[src/rtl/ntt_pkg.sv]
// Shared definitions for the NTT output reorder stage.
//   NTT_Q   : default modulus for the optional final reduction
//   coeff_t : 32-bit coefficient word
//   bitrev  : reverses the low nbits of idx (upper bits of the result are zero)
package ntt_pkg;

  localparam int NTT_Q   = 7681;
  localparam int COEFF_W = 32;

  typedef logic [COEFF_W-1:0] coeff_t;

  function automatic logic [31:0] bitrev(input logic [31:0] idx, input int nbits);
    logic [31:0] r;
    r = '0;
    for (int i = 0; i < 32; i++)
      if (i < nbits) r[nbits-1-i] = idx[i];
    return r;
  endfunction

endpackage

[src/rtl/ntt_reorder_bank.sv]
// One frame buffer: DEPTH x W register array, one synchronous write port and
// one combinational read port. Contents are not reset.
//   clk   : clock
//   we    : write enable
//   waddr : write address
//   wdata : write data
//   raddr : read address
//   rdata : combinational read data at raddr
module ntt_reorder_bank #(
  parameter int W     = 32,
  parameter int DEPTH = 16,
  parameter int AW    = $clog2(DEPTH)
) (
  input  logic          clk,
  input  logic          we,
  input  logic [AW-1:0] waddr,
  input  logic [W-1:0]  wdata,
  input  logic [AW-1:0] raddr,
  output logic [W-1:0]  rdata
);

  logic [W-1:0] mem [DEPTH];

  always_ff @(posedge clk)
    if (we) mem[waddr] <= wdata;

  assign rdata = mem[raddr];

endmodule

[src/rtl/ntt_bitrev_reorder.sv]
// Reorders bit-reversed NTT result frames into natural order through a
// ping-pong pair of radix-deep banks, and emits them over valid/ready.
// Upstream never stalls: in_ready is advisory, and a word arriving while the
// write bank is still full is dropped and flagged in the sticky overflow bit.
//
// Ports:
//   clk, rst             : clock, synchronous active-high reset
//   in_valid, in_data    : input word stream (bit-reversed frame order)
//   in_ready             : write bank has room
//   out_valid, out_data  : registered natural-order output word
//   out_ready            : consumer accepts when out_valid && out_ready
//   out_last             : out_data is word radix-1 of its frame
//   frame_done           : pulse on the handshake of the out_last beat
//   overflow             : sticky, a word was dropped
//
// Build option: define REORDER_FINAL_REDUCE_EN to apply one conditional
// subtract of Q to each word before it is written to a bank.
module ntt_bitrev_reorder
  import ntt_pkg::*;
#(
  parameter int W     = 32,
  parameter int radix = 16,
  parameter int Q     = NTT_Q
) (
  input  logic         clk,
  input  logic         rst,
  input  logic         in_valid,
  input  logic [W-1:0] in_data,
  output logic         in_ready,
  output logic         out_valid,
  output logic [W-1:0] out_data,
  input  logic         out_ready,
  output logic         out_last,
  output logic         frame_done,
  output logic         overflow
);

  localparam int ADDR_WIDTH = $clog2(radix);
  localparam logic [ADDR_WIDTH-1:0] LAST_IDX = ADDR_WIDTH'(radix - 1);

  logic                  wb, rb;
  logic [ADDR_WIDTH-1:0] wcnt, rcnt;
  logic [1:0]            full;
  logic [1:0][W-1:0]     bank_rd;
  logic [ADDR_WIDTH-1:0] waddr;
  logic [W-1:0]          wdata;
  logic                  accept, wlast, load, rlast;

  assign in_ready   = !full[wb];
  assign accept     = in_valid && in_ready;
  assign wlast      = (wcnt == LAST_IDX);
  assign load       = full[rb] && (!out_valid || out_ready);
  assign rlast      = (rcnt == LAST_IDX);
  assign frame_done = out_valid && out_ready && out_last;
  assign waddr      = ADDR_WIDTH'(bitrev(32'(wcnt), ADDR_WIDTH));

`ifdef REORDER_FINAL_REDUCE_EN
  assign wdata = (in_data >= W'(Q)) ? in_data - W'(Q) : in_data;
`else
  // Q only matters for the reduced build; keep it referenced.
  logic unused_q;
  assign unused_q = ^W'(Q);
  assign wdata    = in_data;
`endif

  for (genvar b = 0; b < 2; b++) begin : g_bank
    ntt_reorder_bank #(.W(W), .DEPTH(radix), .AW(ADDR_WIDTH)) u_bank (
      .clk  (clk),
      .we   (accept && (wb == 1'(b))),
      .waddr(waddr),
      .wdata(wdata),
      .raddr(rcnt),
      .rdata(bank_rd[b])
    );
  end

  // Write completion sets full[wb] and read completion clears full[rb]; these
  // can coincide only when wb != rb, so the two bit updates never collide.
  always_ff @(posedge clk) begin
    if (rst) begin
      wb        <= 1'b0;
      rb        <= 1'b0;
      wcnt      <= '0;
      rcnt      <= '0;
      full      <= '0;
      out_valid <= 1'b0;
      out_data  <= '0;
      out_last  <= 1'b0;
      overflow  <= 1'b0;
    end else begin
      if (accept) begin
        if (wlast) begin
          full[wb] <= 1'b1;
          wb       <= ~wb;
          wcnt     <= '0;
        end else begin
          wcnt <= wcnt + 1'b1;
        end
      end
      if (in_valid && !in_ready) overflow <= 1'b1;

      if (load) begin
        out_valid <= 1'b1;
        out_data  <= bank_rd[rb];
        out_last  <= rlast;
        if (rlast) begin
          full[rb] <= 1'b0;
          rb       <= ~rb;
          rcnt     <= '0;
        end else begin
          rcnt <= rcnt + 1'b1;
        end
      end else if (out_ready) begin
        out_valid <= 1'b0;
        out_last  <= 1'b0;
      end
    end
  end

endmodule
[config.mk]
export PLATFORM = sky130hd
export DESIGN_NAME = ntt_bitrev_reorder
export DESIGN_NICKNAME = d
export VERILOG_FILES = /design/src/rtl/ntt_pkg.sv /design/src/rtl/ntt_reorder_bank.sv /design/src/rtl/ntt_bitrev_reorder.sv
export SDC_FILE = /design/constraint.sdc
export NUM_CORES = 1
export LEC_CHECK = 0
export CORE_UTILIZATION = 65
export CTS_CLUSTER_SIZE = 16
export DETAILED_ROUTE_END_ITERATION = 16
export PLACE_DENSITY = 0.81
export SLEW_MARGIN = 20
export SYNTH_ARGS = -nofsm -noshare
export SYNTH_HDL_FRONTEND = slang
export SYNTH_SLANG_ARGS = --single-unit
[constraint.sdc]
create_clock -name clk -period 5.9 [get_ports clk]
set_input_delay 0.885 -clock clk [delete_from_list [all_inputs] [get_ports clk]]
set_output_delay 0.885 -clock clk [all_outputs]
set_load 0.01 [all_outputs]
* After elaboration in Yosys (flattened, before gate mapping)
Memory sizes are Yosys's and may differ from the RTL's. A register that Yosys moved wholly into a read port is not among the register bits.
Cells that the tools add are included.
** Operators by class
- Add/subtract/negate cells :: 2
- Muxes and demuxes :: 28
- Bitwise logic cells :: 5
- $lt $le $gt $ge :: 4
- Reductions and logical operators :: 15
- Equal/unequal tests :: 2
** Operator list (number)
- 2-to-1 mux 32 bit :: 2
- 2-to-1 mux 4 bit :: 6
- 2-to-1 mux 1 bit :: 13
- 2-to-1 mux 2 bit :: 5
- logical AND 1 bit :: 9
- adder 4 x 1 -> 4 bit (second input constant) :: 2
- equality test 4 bit (second input constant) :: 2
- < comparator 1 x 2 -> 1 bit (second input constant) :: 2
- AND reduction 2 bit :: 2
- bitwise AND 2 bit :: 1
- demux 1 bit (select 1 bit) :: 2
- >= comparator 1 bit (second input constant) :: 2
- zero test 1 bit :: 2
- inverter 1 bit :: 2
- inverter 2 bit :: 1
- OR 2 bit :: 1
- nonzero test 2 bit :: 1
- logical OR 1 bit :: 1
** Storage, ports and cells
- Memories kept :: 2
- Output and inout bits :: 37
- Input port bits :: 36
- Memory bits (writable) :: 1024
- Register bits after elaboration :: 47
- Logic and storage cells :: 67
** Memory list
- g_bank[0].u_bank.mem :: words 16, width 32, rd ports 1, clocked after memory_dff 1, wr ports 1, RTL line ntt_reorder_bank.sv:22 : logic [W-1:0] mem [DEPTH];
- g_bank[1].u_bank.mem :: words 16, width 32, rd ports 1, clocked after memory_dff 1, wr ports 1, RTL line ntt_reorder_bank.sv:22

* Longest topological paths before layout
- Depth in word-level cells :: 11
- Mapped depth :: 8
- Depth with buffers taken out :: 6

* Modules after synthesis
Synthesis repeated with hierarchy kept, for this count alone.
** Second synthesis, totals
- Cell total of the unflattened synthesis :: 1845
- Area, all modules :: 40617.7 sq um
** Modules (own cells, without submodules)
- ntt_reorder_bank :: sequential area each 15374.7 sq um, cells each 806, area each 19213.4 sq um, times used 2
- ntt_bitrev_reorder :: sequential area each 940.9 sq um, cells each 233, area each 2190.9 sq um, times used 1

* Least setup slack after synthesis
OpenSTA, ideal clock, no wires.
- Kind :: in2reg
- Start point :: input port in_valid
- End point :: memory g_bank[1].u_bank.mem[12][0], enable pin
- Path slack :: 2031 ps
- Required time :: 5439 ps
- Buffers on the path :: 0
- Arrival :: 3408 ps
- Cell stages on the path :: 3
- Library setup time :: 461 ps
- Path through :: and3b_1 -> nand2_1 -> nor3_1
** On the way
- Longest elaborated chain between the ends :: 4
** RTL lines
- start: declaration :: RTL line ntt_bitrev_reorder.sv:27 : input logic in_valid,
- logical AND 1 bit :: RTL line ntt_bitrev_reorder.sv:50 : assign accept = in_valid && in_ready;
- logical AND 1 bit :: RTL line ntt_bitrev_reorder.sv:69 : .we (accept && (wb == 1'(b))),
- 2-to-1 mux 1 bit :: RTL line ntt_reorder_bank.sv:25 : if (we) mem[waddr] <= wdata;
- 2-to-1 mux 1 bit (not written as such) :: RTL line ntt_reorder_bank.sv:25
- end: declaration :: RTL line ntt_reorder_bank.sv:22
No other way between the ends.

* Worst setup path in the final report
- Start point :: register wcnt[2]
- End point :: memory g_bank[0].u_bank.mem[15][19], enable pin
** RTL lines
- start: declaration :: RTL line ntt_bitrev_reorder.sv:42 : logic [ADDR_WIDTH-1:0] wcnt, rcnt;
- start signal: assignment :: RTL line ntt_bitrev_reorder.sv:97 : wcnt <= wcnt + 1'b1;
- end: declaration :: RTL line ntt_reorder_bank.sv:22
Straight into the memory's write port.

==> impl_metrics.env <==
export IMPL_synth_top_area_cell="edfxtp_1"
export IMPL_layout_cells_non_filler=3336
export IMPL_min_delay_path_depth=2
export IMPL_drive_above_1_share_pct=11.7
export IMPL_timing_final_crit_period_ns=3.47
export IMPL_placed_area_um2=43200
export IMPL_synth_nets=2361
export IMPL_synth_most_common_cell="edfxtp_1"
export IMPL_hp_class="reg2reg"
export IMPL_path_common_cell="nand2_1"
export IMPL_dp_cells=3135
export IMPL_post_cts_buffers=0
export IMPL_required_ns=6.16
export IMPL_ys_dominant_reg_cell="edfxtp_1"
export IMPL_power_leakage_nw=13.8
export IMPL_grt_overflow_total=0
export IMPL_start_util_pct=66.0
export IMPL_vias_per_cell=6.66
export IMPL_grt_pass1_vias=22663
export IMPL_floorplan_core_area_um2=63200
export IMPL_worstSkewPairLatency_ns=0.65
export IMPL_fin_util_pct=74.3
export IMPL_synth_cell_area_um2=41700
export IMPL_rsz0062_at_grt="no"
export IMPL_nets=2442
export IMPL_cp_arrival_ns=3.73
export IMPL_synth_top_cell_area_share_pct=73.7
export IMPL_drv_cap=0
export IMPL_rows=92
export IMPL_antenna_left=0
export IMPL_worst_pin_slew_ns=1.20
export IMPL_finalWirelength_um=94900
export IMPL_antenna_found_initial=1
export IMPL_worstRegToRegCells=4
export IMPL_critPathCaptureType="flip-flop"
export IMPL_finalWorstSetupSlack_ns=2.43
export IMPL_fin_area_um2=46900
export IMPL_setup_violations=0
export IMPL_slowest_delay_ns=0.92
export IMPL_crit_family="simple AND/OR/NAND/NOR gates"
export IMPL_hold_ws_ns=0.477
export IMPL_post_drt_wl_per_cell_um=28.4
export IMPL_crit_slowest_cell="inv_2"
export IMPL_cp_num_buf_inv=1
export IMPL_synth_seq_cells=1075
export IMPL_power_density_nw_per_um2=331
export IMPL_fmax_mhz=288
export IMPL_yosysSeqAreaShare_pct=76.1
export IMPL_slew_violations=0
export IMPL_async_reset_ff_share_pct=0
export IMPL_dp_worst_setup_slack_ns=2.37
export IMPL_hp_start="overflow"
export IMPL_cts_tree="done"
export IMPL_synthCells=2320
export IMPL_finalCritPeriodShare_pct=58.8
export IMPL_critPathMaxFanout=35
export IMPL_status="complete, no violations"
export IMPL_finalSetupTns_ns=0
export IMPL_synth_edf_count=1024
export IMPL_die_h_um=255
export IMPL_timing_rr_end="g_bank[0].u_bank.mem[15][19]"
export IMPL_drt_pass1_iter_count=5
export IMPL_clockBufferDepth=3
export IMPL_postCtsHoldBufs=0
export IMPL_place_hpwl_um=48400
export IMPL_total_power_mw=15.5
export IMPL_vias=22226
export IMPL_cts_resized_gates=0
export IMPL_crit_path_cell_trace="nand2_1 > nor4b_1 > nand2_1 > inv_2"
export IMPL_h_tree_depth=3
export IMPL_hold_viol_final=0
export IMPL_r2r_slack_ns=2.43
export IMPL_ys_types=36
export IMPL_synth_top_cells_by_count="edfxtp_1, mux2i_1, a22oi_1"
export IMPL_clk_pin_slew_ns=0.06
export IMPL_reg2reg_from="wcnt[2]"
export IMPL_grt_max_degree=129
export IMPL_grt_usage_pct=28.7
export IMPL_io_pins=73
export IMPL_syn_avg_cell_area_um2=18.0
export IMPL_syn2layout_area_growth_pct=12.5
export IMPL_gp_congestion=0.778
export IMPL_die_w_um=255
export IMPL_clock_sinks=1075
export IMPL_drt_initial_drc_count=2496
export IMPL_path_class="reg2reg"
export IMPL_relSlewSlack_pct=19.7
export IMPL_grt_pass1_wl_um=139000
export IMPL_cts_buffers=103
export IMPL_drc=0
export IMPL_worst_clock_skew_ns=0.0156
export IMPL_critPathLaunchType="flip-flop"
export IMPL_peakVddDrop_mv=0.286
export IMPL_io_buffers=72
export IMPL_yosysWarnings=0
export IMPL_ctsRootBufferMaster="clkbuf_16"
export IMPL_hold_end="overflow"
export IMPL_synth_area_leaders="edfxtp_1, mux2i_1, a22oi_1, dfxtp_1, a21oi_1"
export IMPL_die_area_um2=65200
area by class of cell:
cell class	instances	area, um2
Fill cell	3485	16300
Antenna cell	1	2.50
Inverter	5	18.8
Tap cell	846	1060
Clock inverter	68	792
Multi-Input combinational cell	1099	9240
Clock buffer	125	2770
Sequential cell	1075	31800
Timing Repair Buffer	117	1280
logic make-up (layout without fill, tap and decap cells):
group | Yosys count | count (layout) | synth area share [%]
XOR/XNOR | 6 | 6 | 0.126
AO/OA/AOI/OAI | 428 | 428 | 7.26
multiplexers | 515 | 515 | 12.4
flip-flops | 1075 | 1075 | 76.1
other | 0 | 1 | 0
adder cells (fa/ha/maj) | 5 | 5 | 0.150
buffers and inverters | 146 | 315 | 2.16
AND/OR/NAND/NOR | 145 | 145 | 1.81
layout by cell type (no fill, tap or decap), types with 13 or more instances in the layout:
master | synthesis | layout
buf_4 | 22 | 26
clkbuf_16 | 0 | 106
buf_2 | 3 | 14
clkbuf_1 | 73 | 14
edfxtp_1 | 1024 | 1024
a21oi_1 | 136 | 135
nor2_1 | 58 | 45
dfxtp_1 | 51 | 50
a22oi_1 | 256 | 256
clkdlybuf4s50_1 | 0 | 58
mux2i_1 | 515 | 515
or4_1 | 32 | 32
nor2_4 | 0 | 13
clkinv_2 | 0 | 18
bufinv_16 | 0 | 16
clkinv_1 | 0 | 22
a211oi_2 | 32 | 32
nand2_1 | 15 | 14
sequential cells by signal (all words and copies together) (netlist names), named ones only:
signal and cells:
out_data 32, rb 1, wb 1, out_valid 1, overflow 1, wcnt 4, g_bank.u_bank.mem 1024, out_last 1
full 2, rcnt 4
layer usage:
metal	vias up	GRT usage (%)	share of wire (%)
met2	1171	49.1	50
met5	-	0	0
met1	11335	37.1	38
li1	9515	-	-
met4	0	11.2	3.3
met3	205	4.46	8.0
worst min-delay path, stage by stage, from the launching register on:
cell and delay, ns:
dfxtp_1 0.33, a21oi_1 0.04, nor2_1 0.07
power breakdown:
| part | switching, mW | leakage [nW] | internal [mW] |
|---|---|---|---|
| sequential | 0.0121 | 9.64 | 8.40 |
| combinational | 0.197 | 2.43 | 0.0594 |
| clock | 2.81 | 1.74 | 4.06 |
worst max path at each step:
stage               cells after the start  slack [ns]                            to     start
detailed placement                      3        2.37   g_bank[0].u_bank.mem[3][27]  in_valid
global route                            4        2.32  g_bank[0].u_bank.mem[15][19]   wcnt[2]
global placement                        5        2.25    g_bank[1].u_bank.mem[4][0]  in_valid
floorplan                               3        2.03   g_bank[1].u_bank.mem[12][0]  in_valid
finish                                  4        2.43  g_bank[0].u_bank.mem[15][19]   wcnt[2]
CTS                                     4        2.68  g_bank[0].u_bank.mem[15][19]   wcnt[2]
Note: power is estimated with default switching activity, not from simulation.
